## config.mk

```make
export PLATFORM = sky130hd
export DESIGN_NAME = lc3b_mem_ctrl
export DESIGN_NICKNAME = d
export VERILOG_FILES = /design/src/rtl/lc3b_pkg.sv /design/src/rtl/lc3b_byte_lane.sv /design/src/rtl/lc3b_mem_ctrl.sv
export SDC_FILE = /design/constraint.sdc
export NUM_CORES = 1
export LEC_CHECK = 0
export ABC_AREA = 1
export CORE_MARGIN = 2
export CORE_UTILIZATION = 40
export DETAILED_ROUTE_END_ITERATION = 16
export DONT_BUFFER_PORTS = 1
export SLEW_MARGIN = 10
export SYNTH_ARGS = -nofsm -noshare
export SYNTH_HDL_FRONTEND = slang
export SYNTH_SLANG_ARGS = --single-unit
```

## constraint.sdc

```tcl
create_clock -name clk_i -period 1.45 [get_ports clk_i]
set_clock_uncertainty 0.15 [all_clocks]
set_input_delay 0.29 -clock clk_i [delete_from_list [all_inputs] [get_ports clk_i]]
set_output_delay 0.29 -clock clk_i [all_outputs]
set_load 0.02 [all_outputs]
```

## src/rtl/lc3b_pkg.sv

```systemverilog
// Shared definitions for the LC-3b memory interface stage: FSM states,
// byte-enable encodings and the default ack timeout.
package lc3b_pkg;

   typedef enum logic [1:0] {
      IDLE   = 2'd0,
      ACCESS = 2'd1,
      RESP   = 2'd2
   } state_e;

   localparam logic [1:0] BE_WORD = 2'b11;
   localparam logic [1:0] BE_LO   = 2'b01;
   localparam logic [1:0] BE_HI   = 2'b10;

   localparam int TIMEOUT_DEFAULT = 15;

endpackage

```

## src/rtl/lc3b_byte_lane.sv

```systemverilog
// Byte-lane steering between the 16-bit MDR and the word-wide memory:
// byte enables, store-data replication and sign-extended byte loads.
module lc3b_byte_lane
   import lc3b_pkg::*;
(
   input  logic        byte_i,
   input  logic        addr0_i,
   input  logic [15:0] wdata_i,
   input  logic [15:0] mem_rdata_i,
   output logic [1:0]  be_o,
   output logic [15:0] wdata_o,
   output logic [15:0] rdata_o
);

   logic [7:0] selByte;

   // Pick the addressed byte lane, then widen or replicate for byte accesses
   always_comb begin
      selByte = addr0_i ? mem_rdata_i[15:8] : mem_rdata_i[7:0];
      be_o    = BE_WORD;
      wdata_o = wdata_i;
      rdata_o = mem_rdata_i;
      if (byte_i) begin
         be_o    = addr0_i ? BE_HI : BE_LO;
         wdata_o = {wdata_i[7:0], wdata_i[7:0]};
         rdata_o = {{8{selByte[7]}}, selByte};
      end
   end

endmodule

```

## src/rtl/lc3b_mem_ctrl.sv

```systemverilog
// LC-3b memory interface stage: turns MAR/MDR word or byte accesses into a
// single handshaked word-wide memory cycle and returns R (ready) to control.
module lc3b_mem_ctrl
   import lc3b_pkg::*;
#(
   parameter int TIMEOUT = TIMEOUT_DEFAULT
)
(
   input  logic        clk_i,
   input  logic        reset_ni,
   input  logic        req_i,
   input  logic        we_i,
   input  logic        byte_i,
   input  logic [15:0] addr_i,
   input  logic [15:0] wdata_i,
   output logic [15:0] rdata_o,
   output logic        ready_o,
   output logic        unaligned_o,
   output logic        timeout_o,
   output logic        mem_cs_o,
   output logic        mem_we_o,
   output logic [14:0] mem_addr_o,
   output logic [1:0]  mem_be_o,
   output logic [15:0] mem_wdata_o,
   input  logic [15:0] mem_rdata_i,
   input  logic        mem_ack_i
);

   localparam int              CW        = $clog2(TIMEOUT + 1);
   localparam logic [CW-1:0]   WAIT_LAST = CW'(TIMEOUT - 1);

   state_e        state_q, state_d;
   logic [CW-1:0] waitCnt_q, waitCnt_d;
   logic          we_q, we_d;
   logic          byte_q, byte_d;
   logic          addr0_q, addr0_d;
   logic [15:0]   rdata_q, rdata_d;
   logic          ready_q, ready_d;
   logic          unaligned_q, unaligned_d;
   logic          timeout_q, timeout_d;
   logic          memCs_q, memCs_d;
   logic          memWe_q, memWe_d;
   logic [14:0]   memAddr_q, memAddr_d;
   logic [1:0]    memBe_q, memBe_d;
   logic [15:0]   memWdata_q, memWdata_d;

   logic          laneByte;
   logic          laneAddr0;
   logic [1:0]    laneBe;
   logic [15:0]   laneWdata;
   logic [15:0]   laneRdata;

   // The lane sees the live request while idle and the latched one afterwards
   assign laneByte  = (state_q == IDLE) ? byte_i    : byte_q;
   assign laneAddr0 = (state_q == IDLE) ? addr_i[0] : addr0_q;

   lc3b_byte_lane u_lane (
      .byte_i      (laneByte),
      .addr0_i     (laneAddr0),
      .wdata_i     (wdata_i),
      .mem_rdata_i (mem_rdata_i),
      .be_o        (laneBe),
      .wdata_o     (laneWdata),
      .rdata_o     (laneRdata)
   );

   // Next-state and registered-output logic for the IDLE/ACCESS/RESP sequence
   always_comb begin
      state_d     = state_q;
      waitCnt_d   = waitCnt_q;
      we_d        = we_q;
      byte_d      = byte_q;
      addr0_d     = addr0_q;
      rdata_d     = rdata_q;
      unaligned_d = 1'b0;
      timeout_d   = 1'b0;
      memWe_d     = memWe_q;
      memAddr_d   = memAddr_q;
      memBe_d     = memBe_q;
      memWdata_d  = memWdata_q;
      unique case (state_q)
         IDLE: begin
            if (req_i) begin
               we_d    = we_i;
               byte_d  = byte_i;
               addr0_d = addr_i[0];
               if (!byte_i && addr_i[0]) begin
                  state_d     = RESP;
                  unaligned_d = 1'b1;
                  rdata_d     = '0;
               end else begin
                  state_d    = ACCESS;
                  waitCnt_d  = '0;
                  memWe_d    = we_i;
                  memAddr_d  = addr_i[15:1];
                  memBe_d    = laneBe;
                  memWdata_d = laneWdata;
               end
            end
         end
         ACCESS: begin
            if (mem_ack_i) begin
               state_d = RESP;
               if (!we_q) begin
                  rdata_d = laneRdata;
               end
            end else if (waitCnt_q == WAIT_LAST) begin
               state_d   = RESP;
               timeout_d = 1'b1;
               rdata_d   = '0;
            end else begin
               waitCnt_d = waitCnt_q + CW'(1);
            end
            if (state_d != ACCESS) begin
               memWe_d    = 1'b0;
               memAddr_d  = '0;
               memBe_d    = '0;
               memWdata_d = '0;
            end
         end
         RESP: begin
            state_d = IDLE;
         end
         default: begin
            state_d = IDLE;
         end
      endcase
      ready_d = (state_d == RESP);
      memCs_d = (state_d == ACCESS);
   end

   // State and output registers; reset aborts any cycle in flight at once
   always_ff @(posedge clk_i or negedge reset_ni) begin
      if (!reset_ni) begin
         state_q     <= IDLE;
         waitCnt_q   <= '0;
         we_q        <= 1'b0;
         byte_q      <= 1'b0;
         addr0_q     <= 1'b0;
         rdata_q     <= '0;
         ready_q     <= 1'b0;
         unaligned_q <= 1'b0;
         timeout_q   <= 1'b0;
         memCs_q     <= 1'b0;
         memWe_q     <= 1'b0;
         memAddr_q   <= '0;
         memBe_q     <= '0;
         memWdata_q  <= '0;
      end else begin
         state_q     <= state_d;
         waitCnt_q   <= waitCnt_d;
         we_q        <= we_d;
         byte_q      <= byte_d;
         addr0_q     <= addr0_d;
         rdata_q     <= rdata_d;
         ready_q     <= ready_d;
         unaligned_q <= unaligned_d;
         timeout_q   <= timeout_d;
         memCs_q     <= memCs_d;
         memWe_q     <= memWe_d;
         memAddr_q   <= memAddr_d;
         memBe_q     <= memBe_d;
         memWdata_q  <= memWdata_d;
      end
   end

   assign rdata_o     = rdata_q;
   assign ready_o     = ready_q;
   assign unaligned_o = unaligned_q;
   assign timeout_o   = timeout_q;
   assign mem_cs_o    = memCs_q;
   assign mem_we_o    = memWe_q;
   assign mem_addr_o  = memAddr_q;
   assign mem_be_o    = memBe_q;
   assign mem_wdata_o = memWdata_q;

endmodule
```

== Word-level counts from Yosys, hierarchy flattened ==
Index checks and enable logic that the tools add are counted.
Storage, ports and cells
  register bits: 63
  latch bits: 0
  RAM bits: 0
  bits in read-only memories: 0
  output and inout port bits: 54
  logic and storage cells: 82
  memories kept: 0
Cells by class
  add/subtract/negate cells: 1
  $mul: 0
  div/mod/pow operators: 0
  order comparisons: 0
  equal/unequal tests: 13
  shift-type cells: 0
  multiplexer cells: 46
  bitwise operators: 0
  reduce and logical (&&, ||, !) cells: 8
Operator list (number)
  2-to-1 mux 16 bit: 10
  one-hot mux 16 bit (2 select lines): 2
  2-to-1 mux 15 bit: 3
  one-hot mux 15 bit (2 select lines): 1
  2-to-1 mux 2 bit: 10
  2-to-1 mux 4 bit: 4
  2-to-1 mux 1 bit: 11
  != test 2 bit, second input constant: 5
  AND reduction 5 bit: 2
  2-to-1 mux 8 bit: 1
  one-hot mux 2 bit (2 select lines): 2
  one-hot mux 4 bit (2 select lines): 1
  != test 3 bit, second input constant: 2
  adder 4 x 1 -> 4 bit, second input constant: 1
  == test 2 x 1 -> 1 bit, second input constant: 2
  == test 4 bit, second input constant: 1
  != test 2 x 1 -> 1 bit, second input constant: 2
  AND reduction 4 bit: 1
  == test 2 bit, second input constant: 1
  zero test 2 bit: 1
  one-hot mux 1 bit (2 select lines): 1
  AND reduction 2 bit: 1
  nonzero test 2 bit: 1
  logical AND 1 bit: 1
  zero test 1 bit: 1

== Logic depth before layout (Yosys ltp) ==
Gate-level depths: netlist (run 1).
  depth after elaboration: 7
  depth in mapped cells: 11
  depth with buffers taken out: 10

== Modules after synthesis ==
A second synthesis (run 1) with hierarchy kept.
Second synthesis, totals
  cells, all modules: 487
  area, all modules: 3489.6 um2
By module, submodules not included
  lc3b_mem_ctrl: instances 1, cells an instance 406, area each 3070.4 um2, sequential area each 1576.5 um2
  lc3b_byte_lane: instances 1, cells an instance 81, area each 419.2 um2, sequential area each 0.0 um2

== Worst setup path before layout (run 1) ==
Ideal clock, no wire load.
  kind: flip-flop to flip-flop
  start point: register waitCnt_q[0]
  end point: register rdata_q[14] (netlist: rdata_o[14])
  library setup time: 0.120 ns
  data arrival time: 1.307 ns
  path slack: -0.127 ns
  cell stages (with the launch flop): 11
  buffers on the path: 1
  clock period less this slack: 1.577 ns
  path through: dfrtp_1 > inv_1 > ha_1 > nand3_1 > inv_1 > nor2_4 > nor2_4 > nand2_4 > buf_6 > nand2_1 > o21ai_2
Between the ends
  word-level cells in the longest chain between the ends: 3
RTL lines
  from (decl): RTL line lc3b_mem_ctrl.sv:33  | logic [CW-1:0] waitCnt_q, waitCnt_d;
  from (signal assigned): RTL line lc3b_mem_ctrl.sv:151  | waitCnt_q <= waitCnt_d;
  == test 4 bit: RTL line lc3b_mem_ctrl.sv:107  | end else if (waitCnt_q == WAIT_LAST) begin
  != test 3 bit (no source line)
  AND reduction 5 bit (no source line)
  to (signal assigned): RTL line lc3b_mem_ctrl.sv:155  | rdata_q <= rdata_d;
  to (decl): RTL line lc3b_mem_ctrl.sv:37  | logic [15:0] rdata_q, rdata_d;
Every way passes these cells.
A chain may end at the register's enable or synchronous reset.

== Worst setup path after layout (run 1) ==
  start point: register waitCnt_q[0]
  end point: register memWdata_q[9] (netlist: mem_wdata_o[9])
Between the ends
  word-level cells in the longest chain between the ends: 7
RTL lines
  == test 4 bit: RTL line lc3b_mem_ctrl.sv:107
  2-to-1 mux 2 bit: RTL line lc3b_mem_ctrl.sv:107
  2-to-1 mux 2 bit: RTL line lc3b_mem_ctrl.sv:102  | if (mem_ack_i) begin
  2-to-1 mux 2 bit: RTL line lc3b_mem_ctrl.sv:81  | unique case (state_q)
  != test 2 x 1 -> 1 bit: RTL line lc3b_mem_ctrl.sv:114  | if (state_d != ACCESS) begin
  != test 2 bit (no source line)
  AND reduction 4 bit (no source line)
  to (signal assigned): RTL line lc3b_mem_ctrl.sv:163  | memWdata_q <= memWdata_d;
  to (decl): RTL line lc3b_mem_ctrl.sv:45  | logic [15:0] memWdata_q, memWdata_d;
Every way passes these cells. The select of a mux whose other input is x is not followed.

==> key figures, run 1 <==
Yosys
  – Mapped cell area: 2930 um^2
  – Area contributors post-synth: dfrtp_1 (54%), nand2_1 (21%), o21ai_1 (7.8%)
  – Synthesized flop and latch total: 63
  – Syn Nets: 413
  – Synth area leader: dfrtp_1
  – Syn Area/Cell: 8.22 um^2
  – Seq/Total Area, Yosys: 53.7%
  – Post-synth top area share: 53.7%
  – Unique cell type count in the Yosys netlist: 23
  – Post-Syn Instances: 357
  – Synth Warn #: 0

Power and ir drop
  – Comb power frac: 33.7%
  – Leak: 2.04 nW
  – Pint: 4.00 mW
  – P_sw: 2.88 mW
  – Maximum vdd drop: 0.548 mV
  – Clock share of power: 19.8%
  – Power Dens Cells: 1730 nW/um^2
  – Sw Share: 41.9%
  – Sequential share of power: 46.5%

Placement
  – Dpl cell area: 3190 um^2
  – Dpl cells: 465
  – I/O Buffers: 0
  – Placer congestion estimate: 0.825
  – DPL Wire Length: 4.81 mm

CTS
  – CTS Buf Count: 9
  – CTS root buf: clkbuf_8
  – H-tree lvl count: 3
  – Clock insertion delay at the later pin of the skew report: 330 ps
  – Clock Tree Buf Depth: 2
  – CTS clock-pin slew for the worst setup and hold paths: 70 ps
  – Clk sink count: 63
  – CTS tree: built
  – Hold buffers post-CTS: 28

Cells and area
  – Area grow syn2layout: 35.9%
  – Final non-filler cell total: 520
  – Fin nets: 475
  – Most frequent cells in the layout: nand2_1 (157), dfrtp_1 (62), dlygate4sd3_1 (28)
  – Most common cell after layout, fill and taps aside: nand2_1
  – Fillers: 657
  – Share of cells above drive strength 1: 25.7%
  – Diode count: 0
  – Fin area: 3990 um^2

Critical path
  – CP Data Arrival Time: 1670 ps
  – Critical path class: flip-flop to flip-flop
  – Setup crit end kind: flip-flop
  – Req. time, crit path: 1530 ps
  – Worst Setup Start Kind: flip-flop
  – Critical-path maximum fanout: 8

Timing
  – Final setup viols: 55
  – Final hold vios: 63
  – RSZ-0062 raised after global routing: yes
  – Slew Limit Fails: 0
  – Tmin final: 1590 ps
  – Achievable Freq: 0.629 GHz
  – Setup_tns: -5220 ps
  – Tcrit/Tclk final: 110%
  – Worst-margin pin slew: 325 ps
  – Hold slack: -511 ps
  – Slew Limit Headroom: 78.3%
  – Final worst slack: -139 ps

Floorplan
  – Site Rows: 31
  – Die X: 89.6 um
  – I/O pin cnt: 108
  – Initial core utilization: 40.9%
  – Die area: 8040 um^2
  – Die Y-Extent: 89.6 um
  – Core area: 7180 um^2

Drt
  – Final ANT Viol Nets: 0
  – DR DRC count: 0
  – WL final: 7.87 mm
  – Via count: 2,571
  – TritonRoute pass-1 iters: 4
  – Iter 0 DRT Violations: 80
  – Wire per inst: 15.1 um
  – Vias per cell: 4.94

Outcome
  – Status: finished with violations
  – Failing checks: negative hold slack, negative setup slack

Global routing
  – Vias in the first global route: 2,345
  – Largest net degree at the start of global routing: 64
  – Gr usage total: 18.5%
  – Grt ovf: 0
  – Initial antenna violation count: 0
  – First-pass GRT wire length: 11.2 mm

Run
  – Max Cap Violations: 0

Worst hold path
  – Hold Path Class: primary input to asynchronous set/reset pin
-- cell type report --
cell class                      instances  area, um^2  share of cell area [%]
Inverter                               23         101                    2.54
Multi-Input combinational cell        260        1370                    34.4
Timing Repair Buffer                   62         643                    16.1
Sequential cell                        63        1580                    39.6
Tap cell                               99         124                    3.11
Clock buffer                           12         165                    4.14
Clock inverter                          1        5.00                   0.126
-- worst paths after layout --
check | cells past startpoint | to | from | slack, ps
min in group clk_i | 4 | mem_wdata_o[8]$_DFFE_PN0P_ | wdata_i[8] | 10
hold / removal | 0 | mem_addr_o[4]$_DFFE_PN0P_ | reset_ni | -510
setup / recovery | 10 | mem_wdata_o[9]$_DFFE_PN0P_ | waitCnt_q[0]$_DFFE_PN0P_ | -140
setup reg to reg | 10 | mem_wdata_o[9]$_DFFE_PN0P_ | waitCnt_q[0]$_DFFE_PN0P_ | -140
hold reg to reg | 2 | we_q$_DFFE_PN0P_ | we_q$_DFFE_PN0P_ | 360
max in group asynchronous | 0 | state_q[1]$_DFF_PN0_ | reset_ni | 1540
-- what timing repair did --
action | CTS | global route
pin swaps | 6 | 7
setup buffers | 2 | 7
resized for setup | 16 | 37
endpoints found under the setup margin | 55 | 57
endpoints found under the hold margin | 92 | 63
cloned | 1 | 4
-- logic make-up after synthesis --
kind of cell    Yosys count  synth area share [%]
flops                    63                  53.7
fa+ha+maj                 2                 0.853
mux                       1                 0.384
simple gates            194                  28.0
buf+inv                  36                  6.44
compound gates           61                  10.6
-- per-layer routing --
layer	global-route usage (%)	share of wire, %
met1	21.9	40
met2	30.1	51
met3	7.22	7.8
met4	7.33	1.2
met5	0	0
-- Yosys cell counts --
master	count
nand2_1	161
dfrtp_1	63
o21ai_1	46
inv_1	17
nor2_1	12
o21ai_0	11
buf_6	6
nand2_2	6
inv_2	5
nand3_1	5
nor2_4	5
buf_2	3
a21oi_1	2
clkbuf_1	2
clkbuf_2	2
ha_1	2
nand2_4	2
nor2_2	2
a22oi_1	1
inv_4	1
mux2_2	1
nand3_4	1
o21ai_2	1
-- worst max-delay path, cell delays in order (launching register included) --
cell and delay, ps:
dfrtp_1 390, inv_2 80, ha_4 130, nand3_4 60
inv_2 70, nor2_4 50, inv_4 90, nand2_8 100
clkbuf_16 190, o21ai_2 110, nand2_1 60
-- power groups by stage --
stage | registers (mW) | clock network, mW | logic [mW]
after global placement | 3.19 | 0 | 1.70
after CTS | 3.17 | 1.41 | 1.91
after floorplan | 3.08 | 0 | 1.29
after detailed placement | 3.19 | 0 | 1.73
after global routing | 3.28 | 1.48 | 2.59
final | 3.20 | 1.36 | 2.32
-- sequential cells by signal, indices dropped and copies added, names as in the netlist, 2 cells and up --
register / cells
state_q: 2
mem_wdata_o: 16
mem_addr_o: 15
waitCnt_q: 4
mem_be_o: 2
rdata_o: 16
-- through the flow --
stage	hold slack [ps]	utilization, %	setup slack, ps	power, mW
after CTS	-523	51.7	-105	6.49
after floorplan	-156	-	-55.8	4.37
after global placement	-154	44.4	-110	4.88
final	-511	55.6	-139	6.89
after detailed placement	-154	44.4	-157	4.93
after global routing	-537	55.6	-201	7.34
Note: power is estimated with default switching activity, not from simulation.
==> run 2: changes to the inputs <==
--- a/config.mk
+++ b/config.mk
@@ -10,6 +10,7 @@
 export CORE_UTILIZATION = 40
 export DETAILED_ROUTE_END_ITERATION = 16
 export DONT_BUFFER_PORTS = 1
+export SKIP_CTS_REPAIR_TIMING = 1
 export SLEW_MARGIN = 10
 export SYNTH_ARGS = -nofsm -noshare
 export SYNTH_HDL_FRONTEND = slang
==> run 2 against run 1 <==
Effect of this change: the run still ends with negative hold slack, negative setup slack left; die area did not move; power is 1.7% lower; clock power hardly changed; combinational power is 4% lower; count of clock-buffer cells in the layout is the same; hold slack better by 5.6 ps; non-clock buffer count down 2; sequential power hardly changed; design area down 0.69%; register-to-register slack about the same; first-iteration DRC count rose by 24%; critical endpoint is now mem_addr_o[7]$_DFFE_PN0P_.
==> key figures, run 2 (synthesis gave the netlist of run 1 again) <==
Outcome
  – Status: finished with violations (unchanged)
  – Failing checks: negative hold slack, negative setup slack (unchanged)

Drt
  – Metal3 WL: 535 um (was 614 um)
  – DR DRC count: 0 (unchanged)
  – WL final: 7.82 mm (was 7.87 mm)
  – Via count: 2,528 (was 2,571)
  – Vias per cell: 4.89 (was 4.94)
  – Final ANT Viol Nets: 0 (unchanged)
  – Routed wl met2: 3.95 mm (was 4.04 mm)
  – Wire per inst: 15.1 um (about the same)
  – Iter 0 DRT Violations: 99 (was 80)
  – DR top layer: met4 (unchanged)
  – TritonRoute pass-1 iters: 4 (unchanged)
  – Wire length on met1: 3.23 mm (was 3.12 mm)

Timing
  – Worst-margin pin slew: 280 ps (was 325 ps)
  – Hold slack: -505 ps (was -511 ps)
  – Slew Limit Headroom: 81.3% (was 78.3%)
  – Tcrit/Tclk final: 110% (about the same)
  – Final worst slack: -143 ps (was -139 ps)
  – Final setup viols: 53 (was 55)
  – Tmin final: 1590 ps (about the same)
  – Slew Limit Fails: 0 (unchanged)
  – Final hold vios: 63 (unchanged)
  – Achievable Freq: 0.628 GHz (was 0.629 GHz)
  – RSZ-0062 raised after global routing: yes (unchanged)

CTS
  – CTS clock-pin slew for the worst setup and hold paths: 70 ps (about the same)
  – CTS root buf: clkbuf_8 (unchanged)
  – CTS Buf Count: 9 (unchanged)
  – CTS tree: built (unchanged)
  – Clock Tree Buf Depth: 2 (unchanged)
  – H-tree lvl count: 3 (unchanged)
  – Clock insertion delay at the later pin of the skew report: 330 ps (about the same)
  – Clk sink count: 63 (unchanged)

Floorplan
  – Die X: 89.6 um (unchanged)
  – I/O pin cnt: 108 (unchanged)
  – Core area: 7180 um^2 (unchanged)
  – Die Y-Extent: 89.6 um (unchanged)
  – Site Rows: 31 (unchanged)
  – Initial core utilization: 40.9% (unchanged)
  – Die area: 8040 um^2 (unchanged)

Power and ir drop
  – Maximum vdd drop: 0.535 mV (was 0.548 mV)
  – Power Dens Cells: 1710 nW/um^2 (was 1730 nW/um^2)
  – Leak: 2.04 nW (about the same)

Placement
  – I/O Buffers: 0 (unchanged)
  – Dpl cells: 465 (unchanged)
  – Placer congestion estimate: 0.825 (unchanged)
  – DPL Wire Length: 4.81 mm (unchanged)

Worst hold path
  – Hold Path Class: primary input to asynchronous set/reset pin (unchanged)

Global routing
  – Gr usage total: 17.2% (was 18.5%)
  – Initial antenna violation count: 0 (unchanged)
  – Largest net degree at the start of global routing: 64 (unchanged)
  – Vias in the first global route: 2,150 (was 2,345)
  – Grt ovf: 0 (unchanged)
  – First-pass GRT wire length: 10.4 mm (was 11.2 mm)

Critical path
  – Critical-path maximum fanout: 10 (was 8)
  – Worst Setup Start Kind: flip-flop (unchanged)
  – Critical path class: flip-flop to flip-flop (unchanged)
  – Setup crit end kind: flip-flop (unchanged)
  – Req. time, crit path: 1510 ps (was 1530 ps)
  – CP Data Arrival Time: 1660 ps (was 1670 ps)

Cells and area
  – Area grow syn2layout: 35.0% (was 35.9%)
  – Most common cell after layout, fill and taps aside: nand2_1 (unchanged)
  – Share of cells above drive strength 1: 25.1% (was 25.7%)
  – Final non-filler cell total: 517 (was 520)
  – Diode count: 0 (unchanged)
  – Fin nets: 472 (was 475)
  – Most frequent cells in the layout: nand2_1 (157), dfrtp_1 (62), o21ai_1 (28) (was nand2_1 (157), dfrtp_1 (62), dlygate4sd3_1 (28))
  – End-of-flow core utilization: 55.2% (was 55.6%)

Run
  – Max Cap Violations: 0 (unchanged)
run 2: changes by cell type in the layout (fill, tap and decap cells not counted), moves of 2 or more:
cell,change
o21ai_1,+3
buf_4,-2
clkbuf_16,+2
nand2_8,-2
o21ai_2,-2
run 2: metrics by stage:
stage,setup WS (ps),area (um^2),hold WS (ps),power [mW],setup TNS [ps]
finish,-143,3960,-505,6.78,-4950
global route,-210,3960,-534,7.22,-9230
CTS,-160,3360,-523,6.31,-6140
detailed placement,-157,3190,-154,4.93,-5240
global placement,-110,3190,-154,4.88,-4220
floorplan,-55.8,2960,-156,4.37,-1000
run 2: layer usage:
metal	GRT usage (%)	vias up
li1	-	1247
met1	21.3	1190
met2	26.3	81
met3	6.12	10
met4	8.96	0
met5	0	-
run 2: power by group:
part / total, mW / internal, mW / switching [mW]
combinational: 2.22 / 0.979 / 1.24
sequential: 3.20 / 2.25 / 0.942
clock: 1.36 / 0.729 / 0.628
total: 6.78 / 3.96 / 2.81
run 2: path summary, 6_finish.rpt:
path,start,end,slack [ps],depth (start not counted)
setup / recovery,waitCnt_q[0]$_DFFE_PN0P_,mem_addr_o[7]$_DFFE_PN0P_,-140,10
hold / removal,reset_ni,mem_wdata_o[0]$_DFFE_PN0P_,-500,0
setup reg to reg,waitCnt_q[0]$_DFFE_PN0P_,mem_addr_o[7]$_DFFE_PN0P_,-140,10
hold reg to reg,we_q$_DFFE_PN0P_,we_q$_DFFE_PN0P_,350,2
max in group asynchronous,reset_ni,state_q[1]$_DFF_PN0_,1540,0
min in group clk_i,wdata_i[8],mem_wdata_o[8]$_DFFE_PN0P_,10,4
run 2: worst max-delay path, stage by stage, from the launching register on:
cell     delay [ps]
dfrtp_1         390
inv_2            80
ha_4            130
nand3_4          60
inv_2            70
nor2_4           50
inv_4            90
nand2_8         100
buf_12          170
o21ai_2         120
nand2_1          70
run 2: area by class of cell:
cell class	count	area (um^2)
Tap cell	99	124
Clock buffer	12	165
Clock inverter	1	5.00
Multi-Input combinational cell	259	1330
Sequential cell	63	1580
Inverter	23	101
Timing Repair Buffer	60	657
Fill cell	660	3220
==> run 3: changes to the inputs <==
--- a/config.mk
+++ b/config.mk
@@ -7,9 +7,10 @@
 export LEC_CHECK = 0
 export ABC_AREA = 1
 export CORE_MARGIN = 2
-export CORE_UTILIZATION = 40
+export CORE_UTILIZATION = 25
 export DETAILED_ROUTE_END_ITERATION = 16
 export DONT_BUFFER_PORTS = 1
+export RECOVER_POWER = 100
 export SKIP_CTS_REPAIR_TIMING = 1
 export SLEW_MARGIN = 10
 export SYNTH_ARGS = -nofsm -noshare
==> run 3 against run 2 <==
Effect of this change: the flow still finishes with violations (negative hold slack, negative setup slack); critical path type unchanged; global-route usage is 4.1 points lower; first-iteration DRC count rose by 36%; count of clock-buffer cells in the layout decreased by 2.
==> key figures, run 3 (synthesis gave the netlist of run 1 again) <==
Placement
  – Dpl cell area: 3290 um^2 (was 3190 um^2)
  – Pre-CTS setup slack: -208 ps (was -157 ps)
  – I/O Buffers: 0 (unchanged)
  – Dpl cells: 514 (was 465)
  – DPL Wire Length: 5.64 mm (was 4.81 mm)
  – Placer congestion estimate: 0.843 (was 0.825)

Global routing
  – Grt ovf: 0 (unchanged)
  – Met3 GRT Util: 5.56% (was 6.12%)
  – Initial antenna violation count: 0 (unchanged)
  – GRT Max-Usage Layer: met2 (unchanged)
  – Largest net degree at the start of global routing: 64 (unchanged)
  – Met1 usage: 15.6% (was 21.3%)
  – First-pass GRT wire length: 12.7 mm (was 10.4 mm)
  – Global routing usage on met2: 21.0% (was 26.3%)
  – Vias in the first global route: 2,403 (was 2,150)
  – Gr usage total: 13.1% (was 17.2%)

Critical path
  – Crit path from: waitCnt_q[0]$_DFFE_PN0P_ (unchanged)
  – Worst Setup Start Kind: flip-flop (unchanged)
  – Top Family by Delay on Critical Path: simple AND/OR/NAND/NOR gates (was buffers and inverters)
  – Critical path class: flip-flop to flip-flop (unchanged)
  – Reg2reg path depth: 9 (was 10)
  – Worst Setup EP: rdata_o[14]$_DFFE_PN0P_ (was mem_addr_o[7]$_DFFE_PN0P_)
  – Req. time, crit path: 1560 ps (was 1510 ps)
  – Setup crit end kind: flip-flop (unchanged)
  – Critical-path maximum fanout: 6 (was 10)
  – R2r startpoint: waitCnt_q[0]$_DFFE_PN0P_ (unchanged)
  – Crit path max-delay cell type: dfrtp_1 (unchanged)
  – Max stage delay on crit path: 390 ps (about the same)
  – CP cell instances: inv_2 -> ha_4 -> nand3_4 -> inv_2 -> nor2_4 -> nor2_4 -> nand3_4 -> buf_4 -> o21ai_2 (was inv_2 -> ha_4 -> nand3_4 -> inv_2 -> nor2_4 -> inv_4 -> nand2_8 -> buf_12 -> o21ai_2 -> nand2_1)
  – Worst Path Buf+Inv: 3 (was 4)
  – Worst R2R End: rdata_o[14]$_DFFE_PN0P_ (was mem_addr_o[7]$_DFFE_PN0P_)
  – Register-to-Register Setup Slack: -140 ps (about the same)
  – WP depth: 9 (was 10)
  – CP Data Arrival Time: 1710 ps (was 1660 ps)

Power and ir drop
  – Leak: 2.03 nW (was 2.04 nW)
  – Sequential share of power: 44.2% (was 47.2%)
  – Pwr Total: 7.21 mW (was 6.78 mW)
  – Comb power frac: 28.5% (was 32.8%)
  – Pint: 4.30 mW (was 3.96 mW)
  – Clock share of power: 27.3% (was 20.0%)
  – Maximum vdd drop: 1.07 mV (was 0.535 mV)
  – Power Dens Cells: 1830 nW/um^2 (was 1710 nW/um^2)
  – Sw Share: 40.3% (was 41.5%)
  – P_sw: 2.91 mW (was 2.81 mW)

Outcome
  – Failing checks: negative hold slack, negative setup slack (unchanged)
  – Status: finished with violations (unchanged)

Cells and area
  – Fin nets: 465 (was 472)
  – Most common cell after layout, fill and taps aside: nand2_1 (unchanged)
  – Fillers: 1,195 (was 660)
  – Reg area: 1580 um^2 (unchanged)
  – Final non-filler cell total: 557 (was 517)
  – Area of the multi-input gates: 1270 um^2 (was 1330 um^2)
  – Most frequent cells in the layout: nand2_1 (157), dfrtp_1 (62), o21ai_1 (35) (was nand2_1 (157), dfrtp_1 (62), o21ai_1 (28))
  – Area grow syn2layout: 34.1% (was 35.0%)
  – Fin area: 3940 um^2 (was 3960 um^2)
  – Diode count: 0 (unchanged)
  – Share of cells above drive strength 1: 22.0% (was 25.1%)

CTS
  – CTS Buf Count: 9 (unchanged)
  – Clk sink count: 63 (unchanged)
  – CTS root buf: clkbuf_16 (was clkbuf_8)
  – Clock Tree Buf Depth: 2 (unchanged)
  – H-tree lvl count: 3 (unchanged)
  – CTS clock-pin slew for the worst setup and hold paths: 60 ps (was 70 ps)
  – CTS tree: built (unchanged)
  – Clock insertion delay at the later pin of the skew report: 330 ps (about the same)

Drt
  – Via count: 2,514 (was 2,528)
  – Vias per cell: 4.51 (was 4.89)
  – Final ANT Viol Nets: 0 (unchanged)
  – WL final: 8.12 mm (was 7.82 mm)
  – Iter 0 DRT Violations: 135 (was 99)
  – TritonRoute pass-1 iters: 4 (unchanged)
  – DR DRC count: 0 (unchanged)
  – Wire per inst: 14.6 um (was 15.1 um)

Timing
  – Final worst slack: -145 ps (was -143 ps)
  – Tcrit/Tclk final: 110% (about the same)
  – Hold slack: -501 ps (was -505 ps)
  – RSZ-0062 raised after global routing: yes (unchanged)
  – Slew Limit Headroom: 82.0% (was 81.3%)
  – Slew Limit Fails: 0 (unchanged)
  – Tmin final: 1590 ps (about the same)
  – Final setup viols: 53 (unchanged)
  – Worst-margin pin slew: 270 ps (was 280 ps)
  – Final hold vios: 64 (was 63)
  – Achievable Freq: 0.627 GHz (was 0.628 GHz)

Floorplan
  – I/O pin cnt: 108 (unchanged)
  – Site Rows: 39 (was 31)
  – Die area: 12,600 um^2 (was 8040 um^2)
  – Core area: 11,400 um^2 (was 7180 um^2)
  – Die Y-Extent: 112 um (was 89.6 um)
  – Initial core utilization: 25.7% (was 40.9%)
  – Die X: 112 um (was 89.6 um)

Run
  – Max Cap Violations: 0 (unchanged)

Worst hold path
  – Hold Path Class: primary input to asynchronous set/reset pin (unchanged)
run 3: cell count changes in the layout (fill, tap and decap cells not counted), moves of 5 or more:
| cell | change |
|---|---|
| clkbuf_8 | -12 |
| o21ai_2 | -9 |
| o21ai_1 | +7 |
| clkbuf_16 | +5 |
run 3: power by group through the flow:
stage          clock, mW  sequential [mW]  combinational (mW)
2_1_floorplan          0             3.08                1.29
3_3_place_gp           0             3.21                1.80
3_5_place_dp           0             3.21                1.86
4_1_cts             2.03             3.19                1.87
5_1_grt             2.12             3.25                2.35
6_report            1.97             3.19                2.06
run 3: routing by layer:
layer / wire length (um) / share of wire [%]
met5: 0 / 0
met4: 170 / 2.1
met3: 619 / 7.6
met2: 3940 / 49
met1: 3390 / 42
run 3: layout make-up:
| type | instances | area share [%] |
|---|---|---|
| clock inverters | 6 | 1.18 |
| well taps | 143 | 4.55 |
| clock buffers | 10 | 5.82 |
| flip-flops and latches | 63 | 40.1 |
| inverters | 23 | 2.45 |
| repair buffers | 54 | 13.6 |
| multi-input cells | 258 | 32.3 |
run 3: how the worst min path moves through the flow:
| stage | endpoint | slack [ps] |
|---|---|---|
| global route | mem_addr_o[4]$_DFFE_PN0P_ | -530 |
| CTS | mem_addr_o[4]$_DFFE_PN0P_ | -520 |
| detailed placement | mem_addr_o[7]$_DFFE_PN0P_ | -150 |
| global placement | mem_addr_o[7]$_DFFE_PN0P_ | -150 |
| floorplan | addr0_q$_DFFE_PN0P_ | -160 |
| finish | timeout_o$_DFF_PN0_ | -500 |
run 3: through the flow:
stage          hold WS, ps  utilization (%)  setup TNS (ps)
2_1_floorplan         -156                -           -1000
3_3_place_gp          -154             28.8           -4290
3_5_place_dp          -154             28.8           -6560
4_1_cts               -519             31.3           -7780
5_1_grt               -529             34.5          -10330
6_report              -501             34.5           -5020
run 3: worst reg2reg max path, stage by stage, from the launching register on:
cell and delay (ps):
dfrtp_1 390, inv_2 80, ha_4 140, nand3_4 60, inv_2 70, nor2_4 50, nor2_4 150, nand3_4 150
buf_4 170, o21ai_2 110
